`config.mk`:
```
export PLATFORM = sky130hd
export DESIGN_NAME = fetch_mem_unit
export DESIGN_NICKNAME = d
export VERILOG_FILES = /design/src/rtl/cpu_mem_pkg.sv /design/src/rtl/pc_next_calc.sv /design/src/rtl/fetch_mem_unit.sv
export SDC_FILE = /design/constraint.sdc
export NUM_CORES = 1
export LEC_CHECK = 0
export BUFFER_PORTS_ARGS = -buffer_cell sky130_fd_sc_hd__buf_2
export CAP_MARGIN = 25
export CELL_PAD_IN_SITES_DETAIL_PLACEMENT = 2
export CELL_PAD_IN_SITES_GLOBAL_PLACEMENT = 2
export CORE_MARGIN = 2
export CORE_UTILIZATION = 33
export CTS_CLUSTER_DIAMETER = 60
export DETAILED_ROUTE_END_ITERATION = 16
export GPL_ROUTABILITY_DRIVEN = 0
export PLACE_DENSITY_LB_ADDON = 0.1
export SKIP_LAST_GASP = 1
export SYNTH_ARGS = -nofsm -noshare
export SYNTH_HDL_FRONTEND = slang
export SYNTH_SLANG_ARGS = --single-unit
```
`constraint.sdc`:
```
create_clock -name clk -period 3.8 [get_ports clk]
set_clock_uncertainty 0.05 [all_clocks]
set_input_delay 0.38 -clock clk [delete_from_list [all_inputs] [get_ports clk]]
set_output_delay 0.38 -clock clk [all_outputs]
set_load 0.01 [all_outputs]
```
`src/rtl/cpu_mem_pkg.sv`:
```
// cpu_mem_pkg: shared memory-command and fetch/mem unit state types.
package cpu_mem_pkg;
  typedef enum logic [1:0] {MEM_NONE = 2'b00, MEM_READ = 2'b01, MEM_WRITE = 2'b10} mem_cmd_t;
  typedef enum logic [1:0] {IDLE, FETCH, DATA} fsu_state_t;
endpackage

```
`src/rtl/pc_next_calc.sv`:
```
// pc_next_calc: sequential PC and branch-target computation, wrapping modulo 2^ADDR_W.
module pc_next_calc #(
  parameter int ADDR_W = 9,
  parameter int OFF_W = 8
) (
  input  logic [ADDR_W-1:0] pc,
  input  logic [OFF_W-1:0]  off,
  input  logic [ADDR_W-1:0] target,
  input  logic              abs,
  output logic [ADDR_W-1:0] pc_inc,
  output logic [ADDR_W-1:0] pc_br
);
  logic [ADDR_W-1:0] sext;
  assign sext = ADDR_W'($signed(off));
  assign pc_inc = pc + ADDR_W'(1);
  assign pc_br = abs ? target : pc + sext;
endmodule

```
`src/rtl/fetch_mem_unit.sv`:
```
// fetch_mem_unit: instruction fetch / data access unit with variable-latency memory handshake.
// MEM_TIMEOUT_EN aborts accesses stalled for TIMEOUT_CYC cycles and raises sticky err.
module fetch_mem_unit
  import cpu_mem_pkg::*;
#(
  parameter int ADDR_W = 9,
  parameter int DATA_W = 16,
  parameter int OFF_W = 8,
  parameter logic [ADDR_W-1:0] RESET_PC = '0
`ifdef MEM_TIMEOUT_EN
  , parameter int TIMEOUT_CYC = 16
`endif
) (
  input  logic              clk,
  input  logic              reset,
  input  logic              fetch_req,
  input  logic              data_req,
  input  logic              data_wr,
  input  logic [ADDR_W-1:0] data_addr,
  input  logic [DATA_W-1:0] data_wdata,
  input  logic              branch_en,
  input  logic              branch_abs,
  input  logic [OFF_W-1:0]  branch_off,
  input  logic [ADDR_W-1:0] branch_target,
  input  logic              mem_ready,
  input  logic [DATA_W-1:0] read_data,
  output logic [ADDR_W-1:0] mem_addr,
  output logic [1:0]        mem_cmd,
  output logic [DATA_W-1:0] write_data,
  output logic [DATA_W-1:0] ir,
  output logic [DATA_W-1:0] data_rdata,
  output logic [ADDR_W-1:0] pc,
  output logic [ADDR_W-1:0] link,
  output logic              busy,
  output logic              fetch_done,
  output logic              data_done,
  output logic              err
);
  fsu_state_t state;
  logic [ADDR_W-1:0] daddr, pc_inc, pc_br;
  logic dwr, timeout;
  pc_next_calc #(.ADDR_W(ADDR_W), .OFF_W(OFF_W)) u_pc_next (
    .pc(pc), .off(branch_off), .target(branch_target), .abs(branch_abs),
    .pc_inc(pc_inc), .pc_br(pc_br)
  );
  assign busy = state != IDLE;
  assign mem_addr = state == DATA ? daddr : pc;
  assign mem_cmd = state == IDLE ? MEM_NONE : (state == DATA && dwr) ? MEM_WRITE : MEM_READ;
  always_ff @(posedge clk or posedge reset)
    if (reset) begin
      state <= IDLE;
      pc <= RESET_PC;
      ir <= '0;
      data_rdata <= '0;
      link <= '0;
      write_data <= '0;
      daddr <= '0;
      dwr <= 1'b0;
      fetch_done <= 1'b0;
      data_done <= 1'b0;
    end else begin
      fetch_done <= 1'b0;
      data_done <= 1'b0;
      case (state)
        IDLE:
          if (branch_en) begin
            link <= pc;
            pc <= pc_br;
          end else if (data_req) begin
            daddr <= data_addr;
            write_data <= data_wdata;
            dwr <= data_wr;
            state <= DATA;
          end else if (fetch_req) state <= FETCH;
        FETCH:
          if (mem_ready) begin
            ir <= read_data;
            pc <= pc_inc;
            fetch_done <= 1'b1;
            state <= IDLE;
          end else if (timeout) state <= IDLE;
        DATA:
          if (mem_ready) begin
            if (!dwr) data_rdata <= read_data;
            data_done <= 1'b1;
            state <= IDLE;
          end else if (timeout) state <= IDLE;
        default: state <= IDLE;
      endcase
    end
`ifdef MEM_TIMEOUT_EN
  localparam int CW = $clog2(TIMEOUT_CYC) + 1;
  logic [CW-1:0] cnt;
  // cnt is zero in IDLE, so it counts from zero on every entry to FETCH/DATA
  assign timeout = busy && !mem_ready && cnt == CW'(TIMEOUT_CYC - 1);
  always_ff @(posedge clk or posedge reset)
    if (reset) begin
      cnt <= '0;
      err <= 1'b0;
    end else begin
      cnt <= busy ? cnt + CW'(1) : '0;
      if (timeout) err <= 1'b1;
    end
`else
  assign timeout = 1'b0;
  assign err = 1'b0;
`endif
endmodule

```
==> run_results.csv, run 1 <==
group,metric,value,unit
clocking,cts_buffer_depth,2,
sta,drv_slew,0,
clocking,cts_resized,0,
hold_path,hold_depth,2,
critical_path,crit_arrival,1930,ps
cells_and_area,nets,543,
pwr,power_switching_share,38.51,%
global_routing,first_global_vias,3460,
critical_path,setup.worst_path.start,"state[0]",
critical_path,critPathKind,"reg -> out",
pwr,p_comb_share,46.0,%
critical_path,reg2reg_from,"state[0]",
logic_synthesis,syn_nets,400,
floorplan,die_x,112.6,µm
clocking,cts_root_buf,"clkbuf_16",
placement,io_buffers,145,
logic_synthesis,ys_ff_latch,80,
clocking,clk_pin_slew,60,ps
logic_synthesis,synth-edff-count,0,
drt,num_vias,3077,
pwr,p_leak,2.447,nW
drt,wire_per_inst,18.45,µm
hold_path,min_to,"write_data[12]",
critical_path,path_max_fanout,15,
logic_synthesis,synth_top_area_share,51.45,%
critical_path,r2r_cells,5,
logic_synthesis,yosysUniqueCellTypes,46,
floorplan,start_util,33.93,%
critical_path,cp.required,3370,ps
global_routing,grt_usage,18.25,%
clocking,clkSinkCount,80,
critical_path,ff2ff_setup_slack,1440,ps
pwr,p_per_area,879.8,nW/µm²
floorplan,dieArea,12680,µm²
critical_path,startpoint_type,"flip-flop",
sta,setup_viol,0,
clocking,cts-htree-levels,3,
logic_synthesis,synth_top_area_cell,"dfrtp_1",
logic_synthesis,ys_async_sr_fraction,100.0,%
sta,max_freq,422.9,MHz
hold_path,hold_path_class,"in -> reg",
floorplan,io_pins,147,
logic_synthesis,syn_area_per_cell,12.12,µm²
sta,worstMarginPinSlew,841.4,ps
global_routing,antenna_found_initial,0,
cells_and_area,syn2layout_area_growth,28.65,%
clocking,cts_buffers,9,
logic_synthesis,netlist_instances,321,
sta,min_period_over_period,62.23,%
clocking,cts_tree,"yes",
logic_synthesis,ys_seq_area_share,51.45,%
logic_synthesis,synth_area_leaders,"dfrtp_1 51%, mux2_2 20%, ha_1 3.9%",
drt,drtIter0Drc,87,
hold_path,hold_start,"data_wdata[12]",
logic_synthesis,yosysWarnings,0,
global_routing,grt_max_degree,40,
sta,slew_headroom,43.91,%
critical_path,end_kind,"primary output",
floorplan,core_area,11470,µm²
drt,ant_nets,0,
logic_synthesis,ys.flop_type,"dfrtp_1",
sta,finalCriticalPeriod,2365,ps
sta,holdWs,226.0,ps
pwr,p_switching,1.696,mW
global_routing,grt_pass1_wl,18.01,mm
drt,wirelength,11.29,mm
sta,rsz0062_at_grt,"no",
drt,route.detailed.drc,0,
clocking,worstSkewPairLatency,330,ps
logic_synthesis,syn_area,3891,µm²
cells_and_area,final_cell_mix,"145 x buf_2, 80 x dfrtp_1, 70 x mux2_2",
cells_and_area,drive_gt1_share,50.96,%
global_routing,grt-ovfl-total,0,
cells_and_area,final_common_cell,"buf_2",
sta,fin_setup_tns,0,ps
pwr,pwr-share-seq,35.9,%
floorplan,die_y,112.6,µm
drt,dr.pass1.iters,4,
pwr,ir_drop,0.3717,mV
run_status,status,"completed",
sta,final_hold_viol_count,0,
floorplan,rows,39,
cells_and_area,diodes,0,
pwr,pwr-share-clk,18.1,%
job,cap_violations,0,
drt,vias_per_cell,5.028,
pwr,power.internal,2.708,mW
critical_path,r2r_end,"data_rdata[0]",
clocking,hold_buffers,1,
placement,dp_hpwl,8.569,mm
clocking,post_cts_buffers,0,
-- worst max path at each step --
stage                                 to  slack (ps)  cells past startpoint
final                        mem_addr[3]        1440                      4
after global routing      data_rdata[14]        1180                      5
after CTS                  data_rdata[6]        1360                      5
after detailed placement   data_rdata[6]        1380                      5
after global placement     data_rdata[8]        1490                      5
after floorplan                 daddr[0]        1320                      1
-- metal layers --
metal	up-vias	share of wire [%]	track usage, %
met5	-	0	0
met1	1552	42	22.25
met4	0	1.0	4.634
met2	91	50	31.30
met3	10	6.9	5.886
li1	1424	-	-
-- sequential cells by signal (all words and copies together), names as in the netlist --
signal / count
pc: 9
data_done: 1
ir: 16
fetch_done: 1
daddr: 9
write_data: 16
state: 2
link: 9
data_rdata: 16
dwr: 1
-- power groups by stage --
stage                     sequential (mW)  combinational (mW)  clock, mW
after floorplan                      1.69                1.16          0
after global placement               1.58                1.99          0
after detailed placement             1.60                2.05          0
after CTS                            1.59                2.07      0.827
after global routing                 1.65                2.23      0.861
final                                1.58                2.03      0.797
-- synthesized netlist by cell type (all sizes together) (3+ instances only) --
| master | count |
|---|---|
| and3 | 3 |
| nor2 | 7 |
| o211ai | 3 |
| nor3 | 3 |
| clkbuf | 6 |
| ha | 12 |
| nand2 | 19 |
| nand2b | 5 |
| xor2 | 3 |
| nand4 | 3 |
| nand3 | 7 |
| nor2b | 5 |
| dfrtp | 80 |
| or2 | 3 |
| a211oi | 5 |
| mux2i | 5 |
| a211o | 3 |
| mux2 | 70 |
| buf | 12 |
| inv | 14 |
| o21ai | 14 |
| a21oi | 13 |
-- area by class of cell --
type,instances,area [µm²]
clock inverters,5,31.28
flip-flops and latches,80,2002
multi-input cells,209,1732
fillers,1222,6461
inverters,14,53.80
clock buffers,11,242.7
well taps,143,178.9
repair buffers,150,765.7
-- per-stage QoR --
step,power (mW),setup WS (ps),instances,utilization (%),instance area [µm²]
after global routing,4.748,1184,612,43.66,5006
final,4.404,1435,612,43.66,5006
after detailed placement,3.649,1385,595,41.18,4722
after CTS,4.487,1363,612,43.66,5006
after floorplan,2.843,1318,321,-,3891
after global placement,3.569,1492,595,41.18,4722
-- worst max-delay path: stages (launching register included) --
cell	delay (ps)
dfrtp_1	400
inv_1	120
ha_1	530
mux2_2	410
buf_2	140
-- kinds of logic after synthesis --
group,Yosys count,share of synthesized area [%]
other,1,0.09637
xor gates and xnor gates,5,1.126
adders and majority gates,13,4.373
AOI/OAI and AO/OA,52,8.618
and+or+nand+nor,63,8.746
DFF,80,51.45
muxes,75,21.54
buffers and inverters,32,4.051
Note: power is estimated with default switching activity, not from simulation.
==> run 2: changes to the inputs <==
- CORE_UTILIZATION: 33 -> 28
- clock period: 3.8 -> 2.12 ns (I/O delays scaled with it)
==> run_results.csv, run 2 (synthesis gave the netlist of run 1 again) <==
group,metric,value,unit
run_status,status,"completed",
sta,finalCriticalPeriod,2033,ps
pwr,power_switching_share,37.54,%
global_routing,first_global_vias,3527,
sta,setup_viol,0,
floorplan,core_area,13720,µm²
critical_path,r2r_cells,7,
pwr,p_switching,3.143,mW
clocking,worstSkewPairLatency,340,ps
floorplan,rows,43,
clocking,cts_buffer_depth,2,
global_routing,grt_pass1_wl,19.04,mm
clocking,cts-htree-levels,3,
drt,vias_per_cell,4.651,
cells_and_area,final_cell_mix,"145 x buf_2, 80 x dfrtp_1, 70 x mux2_2",
sta,drv_slew,0,
global_routing,grt_usage,16.85,%
pwr,ir_drop,0.4613,mV
drt,ant_nets,0,
critical_path,r2r_end,"pc[5]",
sta,rsz0062_at_grt,"no",
critical_path,crit_path_end,"mem_addr[7]",
sta,holdWs,49.77,ps
critical_path,critPathKind,"reg -> out",
pwr,p_comb_share,47.5,%
cells_and_area,final_common_cell,"buf_2",
drt,num_vias,3102,
cells_and_area,nets,560,
global_routing,antenna_found_initial,2,
floorplan,die_y,121.9,µm
drt,dr.pass1.iters,4,
placement,dp_hpwl,9.024,mm
critical_path,reg2reg_from,"pc[1]",
pwr,pwr-share-seq,32.2,%
critical_path,crit_arrival,1770,ps
critical_path,ff2ff_setup_slack,130,ps
floorplan,io_pins,147,
clocking,cts_tree,"yes",
cells_and_area,top_regs,"data_rdata: 16 flops, ir: 16 flops, write_data: 16 flops",
floorplan,start_util,28.36,%
critical_path,startpoint_type,"flip-flop",
drt,route.detailed.drc,0,
critical_path,path_max_fanout,14,
critical_path,cp.required,1860,ps
sta,min_period_over_period,95.88,%
clocking,cts_buffers,9,
floorplan,dieArea,14860,µm²
drt,drtIter0Drc,76,
pwr,power.internal,5.230,mW
global_routing,grt-ovfl-total,0,
critical_path,setup.worst_path.start,"state[0]",
cells_and_area,drive_gt1_share,53.09,%
hold_path,hold_path_class,"in -> reg",
pwr,p_leak,2.553,nW
sta,fin_setup_tns,0,ps
critical_path,end_kind,"primary output",
drt,wirelength,11.76,mm
sta,final_hold_viol_count,0,
clocking,clkSinkCount,80,
drt,wire_per_inst,17.63,µm
floorplan,die_x,121.9,µm
pwr,pwr-share-clk,20.3,%
job,cap_violations,0,
sta,max_freq,492.0,MHz
global_routing,grt_max_degree,42,
clocking,cts_root_buf,"clkbuf_16",
pwr,p_per_area,1594,nW/µm²
clocking,clk_pin_slew,70,ps
cells_and_area,syn2layout_area_growth,35.02,%
placement,io_buffers,145,
==> run 2: cell count changes in the layout (fill, tap and decap cells not counted), moves of 2 or more <==
cell / previous run / this run
buf_4: 4 / 20
clkinv_2: 4 / 0
clkinv_4: 0 / 4
bufinv_16: 0 / 2
==> run 2: power by group through the flow <==
stage               Sequential [mW]  Combinational, mW  Clock [mW]
CTS                            2.72               4.08        1.76
detailed placement             2.73               4.04           0
floorplan                      3.02               2.08           0
global route                   2.81               4.45        1.84
finish                         2.70               3.98        1.70
global placement               2.67               3.96           0
==> run 2: repair_timing <==
item,in CTS,in global routing
setup buffers,0,0
hold endpoints to repair,19,0
hold buffers,1,0
gates resized for setup,0,1
endpoints found under the setup margin,0,2
==> run 2: worst min path at each step <==
| stage | cells after the start | from | slack (ps) | end |
|---|---|---|---|---|
| finish | 2 | data_wdata[15] | 50 | write_data[15] |
| global route | 2 | data_wdata[15] | 40 | write_data[15] |
| CTS | 2 | data_wdata[11] | 40 | write_data[11] |
| detailed placement | 2 | reset | 230 | write_data[4] |
| global placement | 2 | reset | 220 | write_data[4] |
| floorplan | 1 | read_data[0] | 310 | data_rdata[0] |
==> run 2: metrics by stage <==
| stage | cells | utilization [%] | cell area, µm² | setup WS, ps | power, mW |
|---|---|---|---|---|---|
| after floorplan | 321 | - | 3895 | 132.5 | 5.096 |
| after global placement | 649 | 35.80 | 4911 | 209.7 | 6.633 |
| after detailed placement | 649 | 35.80 | 4911 | 125.4 | 6.770 |
| after CTS | 666 | 38.27 | 5250 | 74.05 | 8.555 |
| after global routing | 666 | 38.28 | 5251 | 15.59 | 9.090 |
| final | 667 | 38.29 | 5254 | 87.41 | 8.374 |
==> run 2: cell type report <==
class / count / area (µm²)
fillers: 1486 / 8466
flip-flops and latches: 80 / 2002
multi-input cells: 209 / 1733
repair buffers: 167 / 905.9
clock buffers: 9 / 225.2
well taps: 180 / 225.2
clock inverters: 7 / 103.9
inverters: 14 / 56.30
diodes: 1 / 2.502
==> run 2: critical path: stages, from the launching register on <==
cell	delay (ps)
dfrtp_1	410
inv_1	110
ha_1	180
buf_4	220
mux2_2	360
buf_2	150
==> run 2: routing by layer <==
metal	vias up	GRT usage [%]	share of wire, %
li1	1467	-	-
met1	1541	19.88	40
met2	79	29.05	52
met3	13	5.852	7.0
met4	2	4.741	1.2
met5	-	0	0.11
==> run 3: changes to the inputs <==
- clock period: 2.12 -> 1.8 ns (I/O delays scaled with it)
==> run_results.csv, run 3 (synthesis gave the netlist of run 1 again) <==
group,metric,value,unit
drt,vias_per_cell,4.793,
sta,finalCriticalPeriod,1823,ps
sta,min_period_over_period,101.3,%
cells_and_area,nFillCells,1441,
floorplan,dieArea,14860,µm²
critical_path,startpoint_type,"flip-flop",
floorplan,core_area,13720,µm²
critical_path,cp_slowest_stage_delay,400,ps
drt,dr.pass1.iters,4,
pwr,p_switching,4.110,mW
placement,io_buffers,145,
run_status,violations,"setup timing",
hold_path,hold_path_class,"in -> reg",
placement,placed_cells_incl_taps,656,
sta,fin_setup_tns,-85.35,ps
critical_path,cp_slowest_cell,"dfrtp_1",
clocking,cts_buffer_depth,2,
sta,slew_headroom,61.01,%
clocking,cts_buffers,9,
pwr,p_leak,2.701,nW
sta,max_freq,548.4,MHz
cells_and_area,instances_no_fill,682,
global_routing,first_global_vias,3591,
cells_and_area,diodes,0,
cells_and_area,syn2layout_area_growth,45.69,%
global_routing,grt_pass1_wl,19.94,mm
global_routing,grt-ovfl-total,0,
sta,drv_slew,0,
placement,dp_hpwl,9.303,mm
sta,setup_slack,-23.41,ps
cells_and_area,final_cell_mix,"138 x buf_2, 78 x dfrtp_1, 67 x mux2_2",
clocking,worstSkewPairLatency,340,ps
cells_and_area,multiInputGateArea,1939,µm²
pwr,power_switching_share,38.49,%
critical_path,cp_top_family,"flip-flops",
pwr,power.internal,6.568,mW
global_routing,grt_max_degree,43,
cells_and_area,regArea,2004,µm²
drt,drtIter0Drc,103,
sta,setup_viol,4,
sta,worstMarginPinSlew,584.8,ps
global_routing,grt_usage,17.84,%
clocking,clk_pin_slew,70,ps
critical_path,crit_arrival,1590,ps
clocking,cts-htree-levels,3,
pwr,pwr-share-clk,16.4,%
sta,rsz0062_at_grt,"yes",
job,cap_violations,0,
pwr,finalPower,10.68,mW
critical_path,critPathKind,"reg -> out",
drt,route.detailed.drc,0,
pwr,ir_drop,0.7232,mV
pwr,p_comb_share,53.5,%
cells_and_area,final_common_cell,"buf_2",
drt,ant_nets,0,
sta,holdWs,17.16,ps
floorplan,rows,43,
pwr,pwr-share-seq,30.1,%
cells_and_area,nets,576,
critical_path,end_kind,"primary output",
run_status,status,"complete, but fails checks",
global_routing,antenna_found_initial,1,
cells_and_area,drive_gt1_share,60.96,%
drt,wirelength,13.23,mm
clocking,cts_tree,"yes",
sta,final_hold_viol_count,0,
drt,num_vias,3269,
critical_path,path_cells,"inv_2 -> ha_4 -> buf_8 -> mux2_2 -> buf_6",
floorplan,die_y,121.9,µm
clocking,clkSinkCount,80,
critical_path,path_max_fanout,6,
clocking,cts_root_buf,"clkbuf_16",
critical_path,cp_num_buf_inv,3,
cells_and_area,top_regs,"data_rdata: 16 flops, ir: 16 flops, write_data: 16 flops",
drt,wire_per_inst,19.40,µm
floorplan,start_util,28.36,%
floorplan,die_x,121.9,µm
pwr,p_per_area,1883,nW/µm²
critical_path,cp.required,1570,ps
floorplan,io_pins,147,
-- run 3: cell count changes in the layout (fill, tap and decap cells not counted), sizes merged --
cell and delta:
a22o +1, buf +13, bufinv -2, clkbuf +5, clkinv -3, clkinvlp +2
diode -1
-- run 3: layout make-up --
type	instances	share of cell area, %
flip-flops and latches	80	35.36
multi-input cells	210	34.21
repair buffers	182	20.57
clock buffers	12	4.348
well taps	180	3.973
inverters	14	1.037
clock inverters	4	0.5076
-- run 3: per-layer routing --
metal | global-route usage (%) | vias to the layer above | part of all wire (%)
li1 | - | 1499 | -
met1 | 22.48 | 1664 | 43
met2 | 29.16 | 95 | 50
met3 | 5.665 | 11 | 5.6
met4 | 5.603 | 0 | 1.2
met5 | 0 | - | 0
-- run 3: what timing repair did --
| item | CTS | global route |
|---|---|---|
| hold endpoints to repair | 80 | 0 |
| pin swaps | 8 | 6 |
| setup buffers | 6 | 0 |
| setup endpoints to repair | 18 | 29 |
| gates cloned | 0 | 3 |
| hold buffers | 1 | 0 |
| gates resized for setup | 36 | 25 |
-- run 3: worst paths after layout --
path                              startpoint             to  slack [ps]  cells past startpoint
worst max-delay path                state[0]    mem_addr[4]         -20                      5
worst min-delay path            data_addr[2]       daddr[2]          20                      2
worst max register to register      state[0]          pc[7]         -20                      8
worst min register to register       link[5]        link[5]         440                      2
max in group asynchronous              reset          pc[1]         740                      4
min in group asynchronous              reset  data_rdata[3]         500                      4
-- run 3: metrics by stage --
step                      setup WS, ps  area, µm²  utilization, %
after floorplan                  16.11       3923               -
after global placement          -33.45       5029           36.65
after detailed placement        -131.8       5029           36.65
after CTS                       -46.26       5523           40.26
after global routing            -92.52       5669           41.32
final                           -23.41       5669           41.32
-- run 3: power by group through the flow --
stage	clock, mW	sequential (mW)	combinational (mW)
finish	1.75	3.22	5.71
global route	1.88	3.36	6.24
CTS	1.80	3.22	5.50
detailed placement	0	3.22	5.02
global placement	0	3.17	4.90
floorplan	0	3.57	2.48
